==> src/rtl/pll_seq_pkg.sv <==
// Shared state encoding and sizing helper for the PLL lock sequencer.
package pll_seq_pkg;

    typedef enum logic [2:0] {
        ST_OFF        = 3'd0,
        ST_ASSERT_RST = 3'd1,
        ST_WAIT_LOCK  = 3'd2,
        ST_SETTLE     = 3'd3,
        ST_RUN        = 3'd4,
        ST_FAIL       = 3'd5
    } pll_state_e;

    // The shared timer is loaded with (duration - 1), so it needs clog2 of the longest duration.
    function automatic int timer_width(input int rst_cycles, input int lock_timeout,
                                       input int settle_cycles);
        int max_v;
        max_v = rst_cycles;
        max_v = (lock_timeout > max_v) ? lock_timeout : max_v;
        max_v = (settle_cycles > max_v) ? settle_cycles : max_v;
        return (max_v > 1) ? $clog2(max_v) : 1;
    endfunction

endpackage

==> src/rtl/sync_2ff.sv <==
// Two-flop synchronizer for asynchronous status inputs; reset value is a parameter.
module sync_2ff #(
    parameter logic RESET_VAL = 1'b0
) (
    input  logic clk,
    input  logic rst_n,
    input  logic d,
    output logic q
);

    logic meta_q;
    logic sync_q;

    // Two-stage capture of the asynchronous input.
    always_ff @(posedge clk or negedge rst_n) begin
        if (!rst_n) begin
            meta_q <= RESET_VAL;
            sync_q <= RESET_VAL;
        end else begin
            meta_q <= d;
            sync_q <= meta_q;
        end
    end

    assign q = sync_q;

endmodule

==> src/rtl/pll_lock_sequencer.sv <==
// Sequences PLLE2 reset/power-down, qualifies LOCKED, and raises READY once lock is stable.
module pll_lock_sequencer
    import pll_seq_pkg::*;
#(
    parameter int RST_CYCLES    = 16,
    parameter int LOCK_TIMEOUT  = 65536,
    parameter int SETTLE_CYCLES = 1024,
    parameter int MAX_RETRIES   = 3,
    parameter int CNT_W         = 8
) (
    input  logic                             CLK,
    input  logic                             RESET_N,
    input  logic                             ENABLE,
    input  logic                             RESTART,
    input  logic                             PLL_LOCKED,
    output logic                             PLL_RST,
    output logic                             PLL_PWRDWN,
    output logic                             READY,
    output logic                             FAIL,
    output logic [2:0]                       STATE,
    output logic [$clog2(MAX_RETRIES+1)-1:0] RETRY_COUNT,
    output logic [CNT_W-1:0]                 LOSS_COUNT
);

    localparam int TW = timer_width(RST_CYCLES, LOCK_TIMEOUT, SETTLE_CYCLES);
    localparam int RW = $clog2(MAX_RETRIES + 1);
    localparam logic [TW-1:0]    RST_LOAD    = TW'(RST_CYCLES - 1);
    localparam logic [TW-1:0]    LOCK_LOAD   = TW'(LOCK_TIMEOUT - 1);
    localparam logic [TW-1:0]    SETTLE_LOAD = TW'(SETTLE_CYCLES - 1);
    localparam logic [RW-1:0]    RETRY_LIMIT = RW'(MAX_RETRIES);
    localparam logic [CNT_W-1:0] LOSS_MAX    = {CNT_W{1'b1}};

    pll_state_e       state_q, state_d;
    logic [TW-1:0]    timer_q, timer_d, load_s;
    logic [RW-1:0]    retry_q, retry_d;
    logic [CNT_W-1:0] loss_q, loss_d;
    logic             pll_rst_q, pll_rst_d;
    logic             pwrdwn_q, pwrdwn_d;
    logic             ready_q, ready_d;
    logic             fail_q, fail_d;
    logic             lock_s;
    logic             enter_s;
    logic             timer_done_s;

    sync_2ff #(.RESET_VAL(1'b0)) u_lock_sync (
        .clk   (CLK),
        .rst_n (RESET_N),
        .d     (PLL_LOCKED),
        .q     (lock_s)
    );

    assign timer_done_s = (timer_q == {TW{1'b0}});

    // Next-state and counter update; ENABLE beats RESTART beats per-state rules.
    always_comb begin
        state_d = state_q;
        retry_d = retry_q;
        loss_d  = loss_q;
        enter_s = 1'b0;
        if (!ENABLE) begin
            state_d = ST_OFF;
            retry_d = {RW{1'b0}};
            enter_s = 1'b1;
        end else if (RESTART && (state_q != ST_OFF)) begin
            state_d = ST_ASSERT_RST;
            retry_d = {RW{1'b0}};
            enter_s = 1'b1;
        end else begin
            case (state_q)
                ST_OFF: begin
                    state_d = ST_ASSERT_RST;
                    enter_s = 1'b1;
                end
                ST_ASSERT_RST: begin
                    if (timer_done_s) begin
                        state_d = ST_WAIT_LOCK;
                        enter_s = 1'b1;
                    end else begin
                        state_d = ST_ASSERT_RST;
                    end
                end
                ST_WAIT_LOCK: begin
                    if (lock_s) begin
                        state_d = ST_SETTLE;
                        enter_s = 1'b1;
                    end else if (timer_done_s) begin
                        retry_d = retry_q + RW'(1'b1);
                        state_d = (retry_d == RETRY_LIMIT) ? ST_FAIL : ST_ASSERT_RST;
                        enter_s = 1'b1;
                    end else begin
                        state_d = ST_WAIT_LOCK;
                    end
                end
                ST_SETTLE: begin
                    // A lock glitch here restarts the wait without spending a retry.
                    if (!lock_s) begin
                        state_d = ST_WAIT_LOCK;
                        enter_s = 1'b1;
                    end else if (timer_done_s) begin
                        state_d = ST_RUN;
                        retry_d = {RW{1'b0}};
                        enter_s = 1'b1;
                    end else begin
                        state_d = ST_SETTLE;
                    end
                end
                ST_RUN: begin
                    if (!lock_s) begin
                        state_d = ST_ASSERT_RST;
                        loss_d  = (loss_q == LOSS_MAX) ? loss_q : loss_q + CNT_W'(1'b1);
                        enter_s = 1'b1;
                    end else begin
                        state_d = ST_RUN;
                    end
                end
                ST_FAIL: begin
                    state_d = ST_FAIL;
                end
                default: begin
                    state_d = ST_OFF;
                    enter_s = 1'b1;
                end
            endcase
        end
    end

    // Timer reload value for the state being entered.
    always_comb begin
        load_s = {TW{1'b0}};
        case (state_d)
            ST_ASSERT_RST: load_s = RST_LOAD;
            ST_WAIT_LOCK:  load_s = LOCK_LOAD;
            ST_SETTLE:     load_s = SETTLE_LOAD;
            default:       load_s = {TW{1'b0}};
        endcase
        if (enter_s) begin
            timer_d = load_s;
        end else if (!timer_done_s) begin
            timer_d = timer_q - TW'(1'b1);
        end else begin
            timer_d = timer_q;
        end
    end

    // Pin and status values are decoded from the next state so they register in step with it.
    always_comb begin
        pll_rst_d = 1'b1;
        pwrdwn_d  = 1'b0;
        ready_d   = 1'b0;
        fail_d    = 1'b0;
        case (state_d)
            ST_OFF:        pwrdwn_d  = 1'b1;
            ST_ASSERT_RST: pll_rst_d = 1'b1;
            ST_WAIT_LOCK:  pll_rst_d = 1'b0;
            ST_SETTLE:     pll_rst_d = 1'b0;
            ST_RUN: begin
                pll_rst_d = 1'b0;
                ready_d   = 1'b1;
            end
            ST_FAIL:       fail_d    = 1'b1;
            default:       pwrdwn_d  = 1'b1;
        endcase
    end

    // State, timer, counters and registered outputs.
    always_ff @(posedge CLK or negedge RESET_N) begin
        if (!RESET_N) begin
            state_q   <= ST_OFF;
            timer_q   <= {TW{1'b0}};
            retry_q   <= {RW{1'b0}};
            loss_q    <= {CNT_W{1'b0}};
            pll_rst_q <= 1'b1;
            pwrdwn_q  <= 1'b1;
            ready_q   <= 1'b0;
            fail_q    <= 1'b0;
        end else begin
            state_q   <= state_d;
            timer_q   <= timer_d;
            retry_q   <= retry_d;
            loss_q    <= loss_d;
            pll_rst_q <= pll_rst_d;
            pwrdwn_q  <= pwrdwn_d;
            ready_q   <= ready_d;
            fail_q    <= fail_d;
        end
    end

    assign STATE       = state_q;
    assign RETRY_COUNT = retry_q;
    assign LOSS_COUNT  = loss_q;
    assign PLL_RST     = pll_rst_q;
    assign PLL_PWRDWN  = pwrdwn_q;
    assign READY       = ready_q;
    assign FAIL        = fail_q;

endmodule

==> config.mk <==
export PLATFORM = sky130hd
export DESIGN_NAME = pll_lock_sequencer
export DESIGN_NICKNAME = d
export VERILOG_FILES = /design/src/rtl/pll_seq_pkg.sv /design/src/rtl/sync_2ff.sv /design/src/rtl/pll_lock_sequencer.sv
export SDC_FILE = /design/constraint.sdc
export NUM_CORES = 1
export LEC_CHECK = 0
export ABC_AREA = 1
export ABC_CLOCK_PERIOD_IN_PS = 2100
export CAP_MARGIN = 20
export CORE_MARGIN = 1.5
export CORE_UTILIZATION = 45
export CTS_CLUSTER_DIAMETER = 80
export DETAILED_ROUTE_END_ITERATION = 8
export PLACE_DENSITY = 0.7
export SETUP_SLACK_MARGIN = 0.02
export SLEW_MARGIN = 30
export SYNTH_ARGS = -nofsm -noshare
export SYNTH_HDL_FRONTEND = slang
export SYNTH_SLANG_ARGS = --single-unit
==> constraint.sdc <==
create_clock -name CLK -period 2.1 [get_ports CLK]
set_input_delay 0.315 -clock CLK [delete_from_list [all_inputs] [get_ports CLK]]
set_output_delay 0.315 -clock CLK [all_outputs]
set_load 0.01 [all_outputs]
==> Word-level counts from Yosys, hierarchy flattened <==
Index checks and enable logic that the tools add are counted.
{ "word_totals": {"inputBits": 5, "wordCells": 73, "output_inout_bits": 17, "regBits": 35} }
{ "op_classes": {"n_eq_ne": 18, "mux": 31, "addsub": 3, "reduce_logical": 8, "n_bitwise": 3} }
{ "ops": {"columns": ["op", "count"], "rows": [
  ["16-bit one-hot mux with 3 select lines", 1],
  ["16-bit two-way mux", 2],
  ["3-bit two-way mux", 8],
  ["3-bit one-hot mux with 6 select lines", 1],
  ["16-bit zero test", 1],
  ["16-bit by 1-bit subtractor with 16-bit output (second input constant)", 1],
  ["2-bit two-way mux", 7],
  ["3-bit by 2-bit equality test with 1-bit output (second input constant)", 4],
  ["3-bit equality test (second input constant)", 4],
  ["4-bit != test (second input constant)", 3],
  ["1-bit two-way mux", 10],
  ["5-bit AND reduction", 2],
  ["8-bit by 1-bit adder with 8-bit output (second input constant)", 1],
  ["8-bit equality test (second input constant)", 1],
  ["3-bit by 1-bit equality test with 1-bit output (second input constant)", 2],
  ["1-bit one-hot mux with 5 select lines", 1],
  ["5-bit OR reduction", 1],
  ["4-bit by 1-bit != test with 1-bit output (second input constant)", 1],
  ["4-bit by 3-bit != test with 1-bit output (second input constant)", 1],
  ["2-bit one-hot mux with 2 select lines", 1],
  ["3-bit zero test", 1],
  ["1-bit inverter", 3],
  ["3-bit nonzero test", 1],
  ["3-bit OR reduction", 1],
  ["other kinds (4)", 4]
]} }

==> Logic depth before layout (Yosys ltp) <==
{ "logic_depth": {"word_depth": 11, "ltp_mapped": 14, "mapped_depth_nobuf": 14} }

==> Cells and area by module <==
Synthesis repeated with hierarchy kept, for this count alone.
{ "unflattened": {"cells_unflattened": 238, "area_unflattened_um2": 1953.1} }
{ "by_module_without_submodules": {"columns": ["module", "n_inst", "area_per_inst_um2", "seq_area_each_um2", "cells_per_inst"], "rows": [
  ["pll_lock_sequencer", 1, 1903.1, 828.3, 236],
  ["sync_2ff", 1, 50.0, 50.0, 2]
]} }

==> Worst setup path before layout <==
Ideal clock, no wire load.
{ "synth_timing": {"path_kind": "reg2reg", "start": "register timer_q[0]", "end": "register timer_q[2]", "arrival_ns": 1.769, "slack_ns": 0.218, "stages_incl_launch_ff": 15, "setup_time_ns": 0.113, "n_path_buf": 0, "period_less_slack_ns": 1.882, "required_time_ns": 1.987, "cell_sequence": "dfrtp_1 inv_1 ha_1 nand2_2 nor2_4 nand3_1 nand2_1 nand2_1 nand2_1 inv_1 ha_1 nand2_4 nand3_1 nand2_1 inv_1"} }
{ "synth_via": {"elab_chain_len": 9, "elab_cells_between_ends": 23, "classes_between": "add/sub: 1; eq/ne: 4; mux: 17; reduce/logical: 1"} }
{ "synth_lines": {"columns": ["item", "line", "rtl"], "rows": [
  ["from (decl)", "pll_lock_sequencer.sv:34", "logic [TW-1:0] timer_q, timer_d, load_s;"],
  ["from (signal assigned)", "pll_lock_sequencer.sv:169", "timer_q <= {TW{1'b0}};"],
  ["from (signal assigned)", "pll_lock_sequencer.sv:178", "timer_q <= timer_d;"],
  ["16-bit zero test (*)", "pll_lock_sequencer.sv:52", "assign timer_done_s = (timer_q == {TW{1'b0}});"],
  ["3-bit two-way mux, on equally long branches", "pll_lock_sequencer.sv:99, pll_lock_sequencer.sv:86", null],
  ["3-bit two-way mux, on equally long branches", "pll_lock_sequencer.sv:96, pll_lock_sequencer.sv:83", null],
  ["3-bit one-hot mux with 6 select lines (*)", "pll_lock_sequencer.sv:69", "case (state_q)"],
  ["3-bit two-way mux (*)", "pll_lock_sequencer.sv:64", "end else if (RESTART && (state_q != ST_OFF)) begin"],
  ["3-bit two-way mux (*)", "pll_lock_sequencer.sv:60", "if (!ENABLE) begin"],
  ["via state_d[1]", "pll_lock_sequencer.sv:33", "pll_state_e state_q, state_d;"],
  ["3-bit by 2-bit equality test with 1-bit output or 3-bit by 1-bit equality test with 1-bit output (tied branches)", "pll_lock_sequencer.sv:130", "case (state_d)"],
  ["16-bit one-hot mux with 3 select lines (*)", "pll_lock_sequencer.sv:130", null],
  ["16-bit two-way mux (*)", "pll_lock_sequencer.sv:136", "if (enter_s) begin"]
]} }
The timed path passes the listed nets; every way through them passes the cells marked *. The select of a mux whose other input is x is not followed.
A chain may end at the register's enable or synchronous reset.

==> Final worst setup path <==
{ "layout_timing": {"start": "register timer_q[1]", "end": "register timer_q[5]"} }
Same word-level chain as after synthesis.

==> run metrics <==
routability cong.=0.900; Cell Rows=24; worst hold path type=flip-flop to flip-flop; Static Leak=0.00127 uW; final net count=286; uppermost routed layer=met4; fin crit period=1.91 ns; Max clock buf depth=2; I/O pin count=22; reg-to-reg endpoint=timer_q[5]$_DFFE_PN0P_; TNS Setup=0 ns; Fill cells=424; Initial DRC Count=65; final period utilization=0.910; worst hold endpoint=u_lock_sync.q$_DFF_PN0_; Max Freq=523 MHz; Pwr Total=2870 uW; DR WL/cell=12.3 microns; layout cells sized above 1=0.234; leading cell type in the layout, fill and taps excluded=nand2_1; hpwl dp=2990 microns; vias in the first global route=1560; pre-CTS setup slack=0.0611 ns; CTS root buffer=clkbuf_8; CP required=2.27 ns; first-pass GRT wire length=7110 microns; WS Path Type=flip-flop to flip-flop; crit end category=flip-flop; total track usage=0.178; final hold vios=0; DRC errors left=0; CTS tree=built; Syn Std Cell Area=0.00208 sq mm; average size of a mapped cell=8.69 sq um; status=finished clean; headroom to the max-slew limit=0.710; I/O Buffers=21; Synth cell types=33; Worst Setup Start Kind=flip-flop; area delta synth->final=21.5%; pwr/cell area=1130 mW/mm^2; met1 wire length=2060 microns; CTS Hold Bufs=0; EDFF count, synth=0; Cells after Synth=240; Initial Util=0.472; Min-Delay Path Depth=0; clock slew at reported path FFs=0.08 ns; chip width=71.1 microns; sequential area share after synthesis=0.421; routed wl met3=146 microns; area of the multi-input gates=0.00107 sq mm; die height=71.1 microns; WP data arrival=2.08 ns; CTS buffer count=5; number of synthesized register bits=35; Worst Path Max Fanout=8; GR Overflow Total=0; Synth Warn #=0; number of diodes=0; Async S/R FF share, synth=1.00; worst setup margin=0.190 ns; Hold WS=0.356 ns; initial antenna violation count=0; Post-Route WL=4050 microns; DIE AREA=0.00505 sq mm; Vias/cell=4.93; Synth Flop Type=dfrtp_1; Met2 Wirelength=1800 microns; Routed Antenna Nets=0; Util after Layout=0.574; worst skew pair latency=0.28 ns; vias after detailed routing=1628; Peak supply drop=0.000663 V; Mapped Nets=249; Register Area=878 sq um; largest net degree at the start of global routing=36; max cap viols=0; FF-to-FF Start=timer_q[1]$_DFFE_PN0P_; H-tree Lvls=2; TritonRoute pass-1 iters=4; hold_sp=u_lock_sync.meta_q$_DFF_PN0_; FF-to-FF setup slack=0.19 ns; reg2reg path depth=13; Clock Skews=0.00495 ns; worst-margin pin slew=0.436 ns; Sink Count=35; RSZ-0062 raised after global routing=no; Placeable Area=0.00441 sq mm; Slew Limit Fails=0; endpoints failing setup=0; commonest cells after routing, fill and taps aside=nand2_1 (41), dfrtp_1 (33), nor2_1 (29)
[cell usage after synthesis, drive strengths merged, types with 2 or more instances]
library cell | instances | area, sq um
dfrtp | 33 | 826
dfstp | 2 | 52.6
nor3 | 6 | 30.0
ha | 4 | 50.1
nand4 | 5 | 37.5
xor2 | 12 | 105
buf | 3 | 33.8
xnor2 | 6 | 52.6
a21oi | 18 | 150
nand2 | 50 | 225
o21ai | 10 | 50.1
inv | 29 | 116
nand3 | 16 | 97.6
nor2 | 40 | 211
[metal layers]
metal,vias up,global-route usage
li1,844,-
met3,2,0.0385
met2,37,0.264
met5,-,0
met1,745,0.264
met4,0,0.0503
[stage by stage]
stage               area [sq um]  cells
floorplan                   2080    240
global placement            2400    318
detailed placement          2400    318
CTS                         2490    326
global route                2530    330
finish                      2530    330
[sequential cells by signal (all words and copies together), names as in the netlist]
signal and flops:
timer_q 16, LOSS_COUNT 8, STATE 3, RETRY_COUNT 2
FAIL 1, PLL_PWRDWN 1, PLL_RST 1, READY 1
u_lock_sync.meta_q 1, u_lock_sync.q 1
[cell families (layout without fill, tap and decap cells)]
| kind of cell | count (synthesis) | count (layout) | synth area share |
|---|---|---|---|
| fa+ha+maj | 4 | 4 | 0.0240 |
| mux | 1 | 1 | 0.00540 |
| simple gates | 119 | 119 | 0.295 |
| flops | 35 | 35 | 0.421 |
| xor+xnor | 18 | 18 | 0.0756 |
| compound gates | 31 | 31 | 0.106 |
| buf+inv | 32 | 70 | 0.0720 |
[area by class of cell]
cell class | instances | share of cell area
well taps | 52 | 0.0257
clock buffers | 5 | 0.0272
multi-input cells | 173 | 0.422
inverters | 29 | 0.0459
flip-flops and latches | 35 | 0.347
repair buffers | 33 | 0.123
clock inverters | 3 | 0.00938
[worst max-delay path by stage]
stage | start | endpoint | slack (ns) | depth (start not counted)
finish | timer_q[1]$_DFFE_PN0P_ | timer_q[5]$_DFFE_PN0P_ | 0.19 | 13
global route | timer_q[0]$_DFFE_PN0P_ | timer_q[3]$_DFFE_PN0P_ | 0.06 | 14
CTS | timer_q[1]$_DFFE_PN0P_ | timer_q[1]$_DFFE_PN0P_ | 0.04 | 14
detailed placement | timer_q[1]$_DFFE_PN0P_ | timer_q[1]$_DFFE_PN0P_ | 0.06 | 14
global placement | timer_q[0]$_DFFE_PN0P_ | timer_q[2]$_DFFE_PN0P_ | 0.16 | 14
floorplan | timer_q[0]$_DFFE_PN0P_ | timer_q[2]$_DFFE_PN0P_ | 0.22 | 14
[report_power, final]
part	internal [uW]	switching, uW	leakage (uW)
Combinational	575	843	0.000764
Sequential	818	136	0.000464
Clock	237	259	0.0000408
[worst max-delay path: stages, from the launching register on]
cell and delay (ns):
dfrtp_1 0.40, inv_2 0.09, ha_4 0.14, nand2_2 0.11
nor2_4 0.17, nand3_1 0.09, nand2_1 0.07, nand2_1 0.05
nand2_1 0.10, inv_1 0.07, ha_1 0.23, nand2_4 0.11
buf_4 0.13, a21oi_1 0.05
[timing repair]
| action | CTS | global route |
|---|---|---|
| gates resized for setup | 0 | 4 |
| setup buffers | 0 | 4 |
| endpoints found under the setup margin | 0 | 10 |
(Power assumes the default switching activity.)
